**src/rtl/pipe_ctl_pkg.sv**
```systemverilog
// Shared types and constants for the pipeline control-bundle stage registers.
// The control bundle layout is common to every stage instance (IF/ID, ID/EX, EX/MEM, ...).
package pipe_ctl_pkg;

    // Control bundle carried between pipeline phases; MSB first as listed.
    typedef struct packed {
        logic       alu_src1;
        logic       alu_src2;
        logic       alu_or_shifter;
        logic       as_bc;
        logic       mem_read;
        logic [2:0] ra;
        logic [2:0] rb;
        logic [3:0] opcode;
    } ctrl_bundle_t;

    localparam int unsigned CTRL_W = 15;

    // Bubble encoding: all control bits low, opcode 4'b0000.
    localparam ctrl_bundle_t CTRL_NOP = '0;

    // A stall cycle: a held bundle that downstream refuses.
    function automatic logic is_stall(input logic valid, input logic ready);
        return valid && !ready;
    endfunction

endpackage

```
**src/rtl/pipe_ctl_skid.sv**
```systemverilog
// One-entry skid buffer: a data register plus a valid flag.
// Clear has priority over load so a flush can never leave a stale entry behind.
module pipe_ctl_skid #(
    parameter int unsigned     W       = 15,
    parameter logic [W-1:0]    NOP_VAL = '0
) (
    input  logic         clk,
    input  logic         rst,
    input  logic         load_i,
    input  logic         clear_i,
    input  logic [W-1:0] data_i,
    output logic         valid_o,
    output logic [W-1:0] data_o
);

    logic         valid_q;
    logic [W-1:0] data_q;

    // Capture an overflow bundle; drop it on drain, flush or reset.
    always_ff @(posedge clk) begin
        if (rst || clear_i) begin
            valid_q <= 1'b0;
            data_q  <= NOP_VAL;
        end else if (load_i) begin
            valid_q <= 1'b1;
            data_q  <= data_i;
        end
    end

    assign valid_o = valid_q;
    assign data_o  = data_q;

endmodule

```
**src/rtl/pipe_ctl_reg.sv**
```systemverilog
// Pipeline stage register for control bundles with valid/ready handshake, stall back-pressure,
// synchronous flush (NOP bubble insertion) and a saturating stall counter.
// Build option: define PIPE_CTL_SKID_EN to add a one-entry skid buffer and make in_ready a pure
// register output (no out_ready -> in_ready combinational path). Default: single register.
module pipe_ctl_reg
    import pipe_ctl_pkg::*;
#(
    parameter int unsigned  W       = CTRL_W,
    parameter logic [W-1:0] NOP_VAL = '0,
    parameter int unsigned  CNT_W   = 16
) (
    input  logic             clk,
    input  logic             rst,
    input  logic             in_valid,
    output logic             in_ready,
    input  logic [W-1:0]     in_data,
    input  logic             flush,
    output logic             out_valid,
    input  logic             out_ready,
    output logic [W-1:0]     out_data,
    output logic [CNT_W-1:0] stall_cnt
);

    logic             valid_q, valid_d;
    logic [W-1:0]     data_q, data_d;
    logic [CNT_W-1:0] cnt_q, cnt_d;
    logic             in_xfer;
    logic             out_xfer;
    logic             stall;

    assign out_xfer = valid_q && out_ready;
    assign stall    = is_stall(valid_q, out_ready);

    // Stall counter: saturates at all-ones, only reset clears it (flush does not).
    always_comb begin
        cnt_d = cnt_q;
        if (stall && (cnt_q != '1)) begin
            cnt_d = cnt_q + CNT_W'(1);
        end
    end

`ifdef PIPE_CTL_SKID_EN

    logic         skid_valid;
    logic [W-1:0] skid_data;
    logic         skid_load;
    logic         skid_clear;

    // in_ready depends only on the skid flop, so upstream timing is decoupled from out_ready.
    // While the skid is full nothing is accepted, even during a flush.
    assign in_ready = !skid_valid;
    assign in_xfer  = in_valid && !skid_valid;

    // Main-register next state; overflow goes to the skid, which drains first to keep order.
    always_comb begin
        valid_d    = valid_q;
        data_d     = data_q;
        skid_load  = 1'b0;
        skid_clear = 1'b0;
        if (flush) begin
            valid_d    = 1'b0;
            data_d     = NOP_VAL;
            skid_clear = 1'b1;
        end else if (skid_valid) begin
            if (out_xfer) begin
                valid_d    = 1'b1;
                data_d     = skid_data;
                skid_clear = 1'b1;
            end
        end else if (!valid_q || out_ready) begin
            if (in_xfer) begin
                valid_d = 1'b1;
                data_d  = in_data;
            end else if (out_xfer) begin
                valid_d = 1'b0;
                data_d  = NOP_VAL;
            end
        end else if (in_xfer) begin
            skid_load = 1'b1;
        end
    end

    pipe_ctl_skid #(
        .W       (W),
        .NOP_VAL (NOP_VAL)
    ) u_skid (
        .clk     (clk),
        .rst     (rst),
        .load_i  (skid_load),
        .clear_i (skid_clear),
        .data_i  (in_data),
        .valid_o (skid_valid),
        .data_o  (skid_data)
    );

`else

    // Flush forces ready so an incoming bundle is consumed (and discarded) that cycle.
    assign in_ready = flush || out_ready || !valid_q;
    assign in_xfer  = in_valid && in_ready;

    // Main-register next state: flush > load > bubble on out-only transfer > hold.
    always_comb begin
        valid_d = valid_q;
        data_d  = data_q;
        if (flush) begin
            valid_d = 1'b0;
            data_d  = NOP_VAL;
        end else if (in_xfer) begin
            valid_d = 1'b1;
            data_d  = in_data;
        end else if (out_xfer) begin
            valid_d = 1'b0;
            data_d  = NOP_VAL;
        end
    end

`endif

    // State registers with synchronous active-high reset.
    always_ff @(posedge clk) begin
        if (rst) begin
            valid_q <= 1'b0;
            data_q  <= NOP_VAL;
            cnt_q   <= '0;
        end else begin
            valid_q <= valid_d;
            data_q  <= data_d;
            cnt_q   <= cnt_d;
        end
    end

    assign out_valid = valid_q;
    assign out_data  = data_q;
    assign stall_cnt = cnt_q;

endmodule

```
**config.mk**
```make
export PLATFORM = sky130hd
export DESIGN_NAME = pipe_ctl_reg
export DESIGN_NICKNAME = d
export VERILOG_FILES = /design/src/rtl/pipe_ctl_pkg.sv /design/src/rtl/pipe_ctl_skid.sv /design/src/rtl/pipe_ctl_reg.sv
export SDC_FILE = /design/constraint.sdc
export NUM_CORES = 1
export LEC_CHECK = 0
export ABC_AREA = 1
export CAP_MARGIN = 20
export CORE_ASPECT_RATIO = 0.5
export CORE_MARGIN = 2
export CORE_UTILIZATION = 35
export DETAILED_ROUTE_END_ITERATION = 12
export GPL_ROUTABILITY_DRIVEN = 1
export PLACE_DENSITY_LB_ADDON = 0.1
export REMOVE_ABC_BUFFERS = 1
export SYNTH_ARGS = -nofsm -noshare
export SYNTH_HDL_FRONTEND = slang
export SYNTH_SLANG_ARGS = --single-unit
```
**constraint.sdc**
```tcl
create_clock -name clk -period 2.6 [get_ports clk]
set_input_delay 0.78 -clock clk [delete_from_list [all_inputs] [get_ports clk]]
set_output_delay 0.78 -clock clk [all_outputs]
set_load 0.1 [all_outputs]
```
==> results.json <==
{
  "fmax_mhz": 409,
  "htreeDepth": 2,
  "grt_max_degree": 17,
  "core-area_um2": 4450,
  "cp_cell_sequence": "clkdlybuf4s50_1, inv_1, nand2_2, inv_4, nand2_4, buf_12",
  "ys_top_cells_by_count": "nand3_1 (47), nand2_1 (35), nor2_1 (35), dfxtp_1 (32), a21oi_1 (24)",
  "drtIter0Drc": 57,
  "place.gp.congestion": 0.781,
  "clk_latency_ns": 0.28,
  "ys_warn_count": 0,
  "cts_buffers": 5,
  "die_h_um": 52.4,
  "irDropWorstVdd_mv": 0.203,
  "cts_tree": "done",
  "drive_gt1_share_pct": 24.6,
  "critPathCaptureType": "output port",
  "multi_input_area_um2": 915,
  "rsz0062_at_grt": "no",
  "slowest_delay_ns": 0.48,
  "arrival_ns": 1.67,
  "overflow": 0,
  "dpl_worst_slack_ns": 0.156,
  "crit_fanout": 2,
  "power_density_nw_per_um2": 479,
  "drv_slew": 0,
  "ant_nets": 0,
  "max-slew-margin-rel_pct": 64.9,
  "syn_area_um2": 1640,
  "clockBufferDepth": 2,
  "fin_tns_setup_ns": 0,
  "status": "finished clean",
  "cp_slowest_cell": "clkdlybuf4s50_1",
  "async_flop_share_pct": 0,
  "criticalPathCategory": "in -> out",
  "yosysUniqueCellTypes": 26,
  "ff_latch_area_um2": 641,
  "required_ns": 1.82,
  "rows": 17,
  "path_clk_slew_ns": 0.06,
  "synth.area.top_cells": "dfxtp_1 (39%), nand3_1 (14%), nand2_1 (8.0%)",
  "fin_worst_skew_ns": 0.00247,
  "avgSynthCellArea_um2": 7.38,
  "grt_use_total_pct": 17.3,
  "worst_pin_slew_ns": 0.526,
  "syn-instance-count": 222,
  "antenna_found_initial": 0,
  "die_area_um2": 5280,
  "p_leak_nw": 0.993,
  "final_hold_viol_count": 0,
  "synth_ff_type": "dfxtp_1",
  "fin_nets": 301,
  "synth.most_common_cell": "nand3_1",
  "routed_wl_um": 4200,
  "syn2layout_area_growth_pct": 38.5,
  "cts-root-buf": "clkbuf_8",
  "worst_slack_ns": 0.153,
  "yosysTopAreaCellShare_pct": 39.1,
  "routed_via_density": 4.88,
  "post-cts-setup-buffer-count": 0,
  "hp-class": "reg -> reg",
  "grt_pass1_wl_um": 7010,
  "drt_first_pass_iters": 4,
  "setup_violations": 0,
  "synth_seq_area_share_pct": 39.1,
  "synth_top_area_cell": "dfxtp_1",
  "drv_cap": 0,
  "post-route-period-util_pct": 94.1,
  "port_buffers": 52,
  "hold_buffers": 0,
  "drc": 0,
  "clock_sinks": 32,
  "fp.dieW_um": 101,
  "wl_per_cell_um": 12.5,
  "synth_edf_count": 0,
  "grt_pass1_vias": 1534,
  "cts_resized": 0,
  "vias": 1646,
  "initial_core_util_pct": 36.9,
  "io_pins": 53,
  "dp_hpwl_um": 3080,
  "n_fill_cell": 438,
  "cp-start-kind": "input port",
  "diodes": 0,
  "synth_seq_cells": 32,
  "finalCriticalPeriod_ns": 2.45
}
-- cells in the final DEF (no fill, tap or decap) --
cell / Yosys / routed
nand3_1: 47 / 47
buf_4: 1 / 38
nand2_1: 35 / 35
nor2_1: 35 / 35
dfxtp_1: 32 / 32
a21oi_1: 24 / 24
clkdlybuf4s50_1: 0 / 19
inv_1: 11 / 11
nand2_2: 8 / 8
clkbuf_8: 0 / 7
nor2_8: 3 / 3
nor2_4: 3 / 3
nor2_2: 3 / 3
nand4_4: 2 / 2
xnor2_1: 2 / 2
inv_4: 1 / 1
nand2_4: 1 / 1
nand3_2: 1 / 1
clkinv_1: 1 / 1
nand3_4: 1 / 1
nor3_1: 1 / 1
o21ai_1: 1 / 1
nand4_1: 1 / 1
a31oi_1: 1 / 1
ha_1: 1 / 1
buf_12: 0 / 1
-- area by class of cell --
class / count / area share [%]
inverters: 13 / 2.26
multi-input cells: 170 / 40.3
flip-flops and latches: 32 / 28.2
well taps: 57 / 3.14
clock buffers: 7 / 4.24
repair buffers: 58 / 21.8
-- registers in the layout (all words and copies together), names as in the netlist --
name / flops
out_data: 15
out_valid: 1
stall_cnt: 16
-- per-stage QoR --
stage                     area [um^2]  hold slack (ns)  power [W]  utilization (%)  std cells
after CTS                        2270            0.486    0.00110             51.1        337
after floorplan                  1610            0.849   0.000618                -        215
after global placement           2170            0.471   0.000682             48.9        330
final                            2270            0.485    0.00109             51.1        337
after global routing             2270            0.508    0.00114             51.1        337
after detailed placement         2170            0.476   0.000683             48.9        330
-- per-layer routing --
| layer | share of wire (%) | GRT usage [%] | vias up | wire [um] |
|---|---|---|---|---|
| met5 | 0 | 0 | - | 0 |
| met4 | 0.90 | 6.16 | 0 | 38 |
| met3 | 5.4 | 5.73 | 5 | 228 |
| met2 | 43 | 26.7 | 41 | 1820 |
| met1 | 50 | 22.6 | 748 | 2110 |
| li1 | - | - | 852 | - |
-- cells by family after synthesis --
group           synth area share, %
simple gates                   46.0
flops                          39.1
compound gates                 8.02
buf+inv                        5.11
xor+xnor                       1.07
fa+ha+maj                     0.763
-- report_power, final --
part           internal (W)  total, W  leakage, nW  switching (W)
clock network      0.000236  0.000415       0.0503       0.000179
logic             0.0000549  0.000166        0.684       0.000111
registers          0.000499  0.000506        0.259     0.00000623
-- final timing paths --
check                           cells after the start                          to                       from  slack (ns)
worst max-delay path                                6                    in_ready                  out_ready        0.15
worst min register to register                      2   out_data[11]$_SDFFE_PP0P_  out_data[11]$_SDFFE_PP0P_        0.48
worst min-delay path                                2   out_data[11]$_SDFFE_PP0P_  out_data[11]$_SDFFE_PP0P_        0.48
worst max register to register                      6  stall_cnt[13]$_SDFFE_PP0P_  stall_cnt[0]$_SDFFE_PP0P_        1.12
-- critical path: cells and delay by family --
family	cells	cell delay, ns
AND/OR/NAND/NOR	2	0.15
buffers and inverters	4	0.74
(Power assumes the default switching activity.)
==> RTL change 1 (same flow settings) <==
Reset style: asynchronous (`rst`), changed in one clocked block. Comments in the files are not updated.
--- a/src/rtl/pipe_ctl_reg.sv
+++ b/src/rtl/pipe_ctl_reg.sv
@@ -120,3 +120,3 @@
     // State registers with synchronous active-high reset.
-    always_ff @(posedge clk) begin
+    always_ff @(posedge clk or posedge rst) begin
         if (rst) begin
Formal check against the unedited RTL: differs if rst is asserted again (counterexample within 4 cycles, from zero or initial values and one cycle with rst high); with rst held inactive, the same outputs for 10 cycles.
==> RTL change 1 against the unedited design <==
  * Critical path depth is 2 lower
  * Clock skew is 0.0051 ns higher
  * Global-route usage is 0.091 points lower
  * Design area is 1.7% higher
  * Setup slack worse by 0.031 ns
  * Count of clock-buffer cells in the layout is 1 higher
  * Core utilization is 0.14 points higher
  * Sequential share of layout area is 6.5 points higher
  * Area after synthesis is 2.9% higher
  * Sequential cell count stayed put
  * Register-to-register slack worse by 0.50 ns
  * Wire length is 0.24% lower
  * Hold slack better by 0.029 ns
  * Critical path type unchanged
Power is not compared: it rests on default switching activity, and its combinational part moved more than twofold at a synthesized area within 25%.
==> RTL change 1: results (changes against the unedited design) <==
[placement]
hpwl_um=2993  ; -2.7%
gp_congestion=0.8486  ; +8.7%
placed_area_mm2=0.002218  ; +2.1%
preCtsSetupSlack_ns=0.1371  ; -0.01893 ns
dp_cells=343  ; +3.9%
io_buffers=52  ; unchanged

[synth]
async_flop_share=1.000  ; +1.000
synthMuxAreaShare=0  ; unchanged
synth_compound_area_frac=0.06528  ; -0.01487
synth_top_area_frac=0.4748  ; +0.08394
synth.avg_cell_area_um2=7.496  ; +1.5%
synth_top_flop_cell=dfrtp_1
synth_xor_area_frac=0.03116  ; +0.02047
yosys-top-cells-area=dfrtp_1, nand2_1, nand3_1
yosys-top-cells-count=nand2_1, dfrtp_1, inv_1
seq_area_frac_synth=0.4748  ; +0.08394
synth_cell_type_count=21  ; -19%
synthAdderAreaFrac=0.007418  ; -0.0002152

[power_and_ir_drop]
intPower_uw=874.4
p_leak_nw=1.138
peakVddDrop_uv=318.2
clockPowerShare=0.264
seq-power_uw=590
clk-power_uw=398

[critical_path]
cp.depth=4  ; -2
r2r_slack_ns=0.62  ; -0.50 ns
max_stage_delay_ns=0.49
r2r_cells=8  ; +2
arrival_ns=1.70  ; +0.03 ns
cp_slowest_cell=clkdlybuf4s50_1
cp_max_fo=2  ; unchanged
rr_endpoint=stall_cnt[10]
r2r_start=stall_cnt[0]
startpoint=flush

[clock_network]
post_cts_resize_count=0  ; unchanged
h-tree-depth=2  ; unchanged
clockRootBuffer=clkbuf_8

[global_route]
grt_usage=0.1718  ; -0.0009053
grt_max_degree=33  ; +16
grt_pass1_vias=1544  ; +0.65%
grt_pass1_wl_um=6906  ; -1.5%

[layout]
drive_above_1_share=0.1789  ; -0.06748
nNetsFinal=305  ; +1.3%
largest_reg_flops=16  ; unchanged
nFillCells=471  ; +7.5%

[routing]
drtPass1Iterations=4  ; unchanged
vias=1593  ; -3.2%
via_per_inst=4.538  ; -7.1%
drtIter0Drc=52  ; -8.8%
wl_per_cell_um=11.94  ; -4.2%

[timing]
fin_skew_ns=0.007526  ; +0.005052 ns
fin_crit_ns=2.478  ; +0.03079 ns
tightest_slew_ns=0.7670  ; +0.2413 ns
whs_ns=0.5139  ; +0.02905 ns

[hold_path]
min-delay-start=out_data[9]
hold_path.class=reg2reg
whs_path_depth=2  ; unchanged
holdPathEnd=out_data[9]

[run_status]
status=completed

RTL change 1: changes by cell type after synthesis, moves of 3 or more:
cell | before | now
nand3_1 | 47 | 26
nor2_8 | 3 | 0
a21oi_1 | 24 | 0
nor2_1 | 35 | 19
dfxtp_1 | 32 | 0
inv_1 | 11 | 31
o21ai_0 | 0 | 17
nand2_2 | 8 | 2
nand2_1 | 35 | 74
dfrtp_1 | 0 | 32
nand4_1 | 1 | 5
RTL change 1: final cells by class:
class | count | area, um^2 | area share
clock buffer | 8 | 90.09 | 0.03902
inverter | 32 | 120.1 | 0.05203
multi-input combinational | 156 | 726.9 | 0.3149
sequential | 32 | 800.8 | 0.3469
tap | 66 | 82.58 | 0.03577
timing repair buffer | 57 | 488.0 | 0.2114
RTL change 1: per-layer routing:
layer	vias up	global-route usage	wire length [um]
met5	-	0	0
met1	726	0.2222	1963
met3	5	0.05416	254
met4	0	0.05333	44
met2	46	0.2774	1928
li1	816	-	-
==> RTL change 2 (same flow settings) <==
Made on the original files. Change the parameter `CNT_W` from 16 to 12.
--- a/src/rtl/pipe_ctl_reg.sv
+++ b/src/rtl/pipe_ctl_reg.sv
@@ -9,3 +9,3 @@
     parameter logic [W-1:0] NOP_VAL = '0,
-    parameter int unsigned  CNT_W   = 16
+    parameter int unsigned  CNT_W   = 12
 ) (
Ports: changed (resized stall_cnt); port bits go from 53 to 49. The function was not compared with the original's and may differ.
==> RTL change 2 against the unedited design <==
  * Critical endpoint unchanged
  * Combinational power is 4% higher
  * Design area is 15% lower
  * Power is 11% lower
  * Sequential cell count is 4 lower
  * Setup slack worse by 0.030 ns
  * Area after synthesis is 17% lower
  * Largest cell class unchanged
  * Wire length is 30% lower
==> RTL change 2: results (changes against the unedited design) <==
[global_route]
grt_pass1_vias=1074  ; -30%
grt_usage=0.1353  ; -0.03738
antenna_found_initial=0  ; unchanged
grt_max_degree=17  ; unchanged
grt_pass1_wl_um=4692  ; -33%

[hold_path]
hold_path.class=reg2reg

[clock_network]
post_cts_resize_count=0  ; unchanged
path_clk_slew_ns=0.09  ; +0.03 ns
cts_buffers=3  ; -2
clockRootBuffer=clkbuf_8
postCtsSetupBuffers=0  ; unchanged
clockBufferDepth=2  ; unchanged
h-tree-depth=1  ; -1
worst_skew_pair.late_latency_ns=0.28  ; about the same

[synth]
ys_warn_count=0  ; unchanged
yosys-top-cells-area=dfxtp_1, nand2_1, nor2_1
seq_area_frac_synth=0.4106  ; +0.01979
synth_cell_type_count=23  ; -12%
yosys-top-cells-count=nand2_1, nor2_1, dfxtp_1
async_flop_share=0  ; unchanged

[timing]
fin_skew_ns=0.003001  ; +0.0005266 ns
tightest_slew_ns=0.2583  ; -0.2674 ns
setup_tns_ns=0  ; unchanged

[run_status]
status=completed

[routing]
drtPass1Iterations=4  ; unchanged
via_per_inst=4.386  ; -10%
drtIter0Drc=32  ; -44%
routed_wl_um=2930  ; -30%

[layout]
largest_reg_flops=15  ; -1
nFillCells=357  ; -18%
drive_above_1_share=0.2934  ; +0.04696
nNetsFinal=264  ; -12%
antenna_cells=0  ; unchanged

[placement]
gp_congestion=0.7553  ; -3.3%
io_buffers=48  ; -7.7%
hpwl_um=2233  ; -27%
placed_area_mm2=0.001864  ; -14%

[critical_path]
arrival_ns=1.70  ; +0.03 ns
cp_slowest_cell=clkdlybuf4s50_1
cp_max_fo=2  ; unchanged
max_stage_delay_ns=0.49
crit_family=buffers and inverters

[power_and_ir_drop]
peakVddDrop_uv=234.0  ; +16%
p_leak_nw=0.8217  ; -17%

[RTL change 2: path summary, 6_finish.rpt]
| check | cells past startpoint | start | endpoint | slack [ns] |
|---|---|---|---|---|
| worst max-delay path | 6 | out_ready | in_ready | 0.12 |
| worst min-delay path | 2 | out_data[0] | out_data[0] | 0.47 |
| worst max register to register | 8 | stall_cnt[0] | stall_cnt[8] | 1.14 |
| worst min register to register | 2 | out_data[0] | out_data[0] | 0.47 |
[RTL change 2: per-stage QoR]
step | std cells | worst slack (ns) | hold WS, ns | utilization
floorplan | 184 | 0.009060 | 0.9016 | -
CTS | 293 | 0.1134 | 0.4741 | 0.5400
detailed placement | 289 | 0.1154 | 0.4555 | 0.5201
global placement | 289 | 0.1082 | 0.4506 | 0.5201
global route | 293 | 0.08503 | 0.4888 | 0.5400
finish | 293 | 0.1229 | 0.4661 | 0.5400
[RTL change 2: layout make-up]
| cell class | instances | area (um^2) | area share |
|---|---|---|---|
| clock inverter | 1 | 30.03 | 0.01551 |
| timing repair buffer | 54 | 478.0 | 0.2469 |
| multi-input combinational | 138 | 689.4 | 0.3562 |
| inverter | 18 | 72.57 | 0.03749 |
| tap | 51 | 63.81 | 0.03297 |
| sequential | 28 | 560.5 | 0.2896 |
| clock buffer | 3 | 41.29 | 0.02133 |
[RTL change 2: kinds of logic after synthesis]
group / after synthesis / synth area share
and+or+nand+nor: 114 / 0.3758
DFF: 28 / 0.4106
AOI/OAI and AO/OA: 23 / 0.1201
buffers and inverters: 22 / 0.08433
adders and majority gates: 1 / 0.009164
[RTL change 2: layer usage]
| metal | vias to the layer above | GRT usage | share of wire |
|---|---|---|---|
| li1 | 689 | - | - |
| met1 | 557 | 0.1659 | 0.46 |
| met2 | 39 | 0.2423 | 0.48 |
| met3 | 0 | 0.04328 | 0.065 |
| met4 | 0 | 0.03582 | 0 |
| met5 | - | 0 | 0 |
[RTL change 2: where the power goes]
part	leakage, nW	internal (mW)	switching [mW]
combinational	0.559	0.0592	0.113
clock	0.0357	0.206	0.139
sequential	0.227	0.438	0.00672
total	0.822	0.703	0.258
[RTL change 2: worst min-delay path, cell delays in order, from the launching register on]
cell     delay (ns)
dfxtp_1        0.32
nand2_1        0.06
a21oi_1        0.05
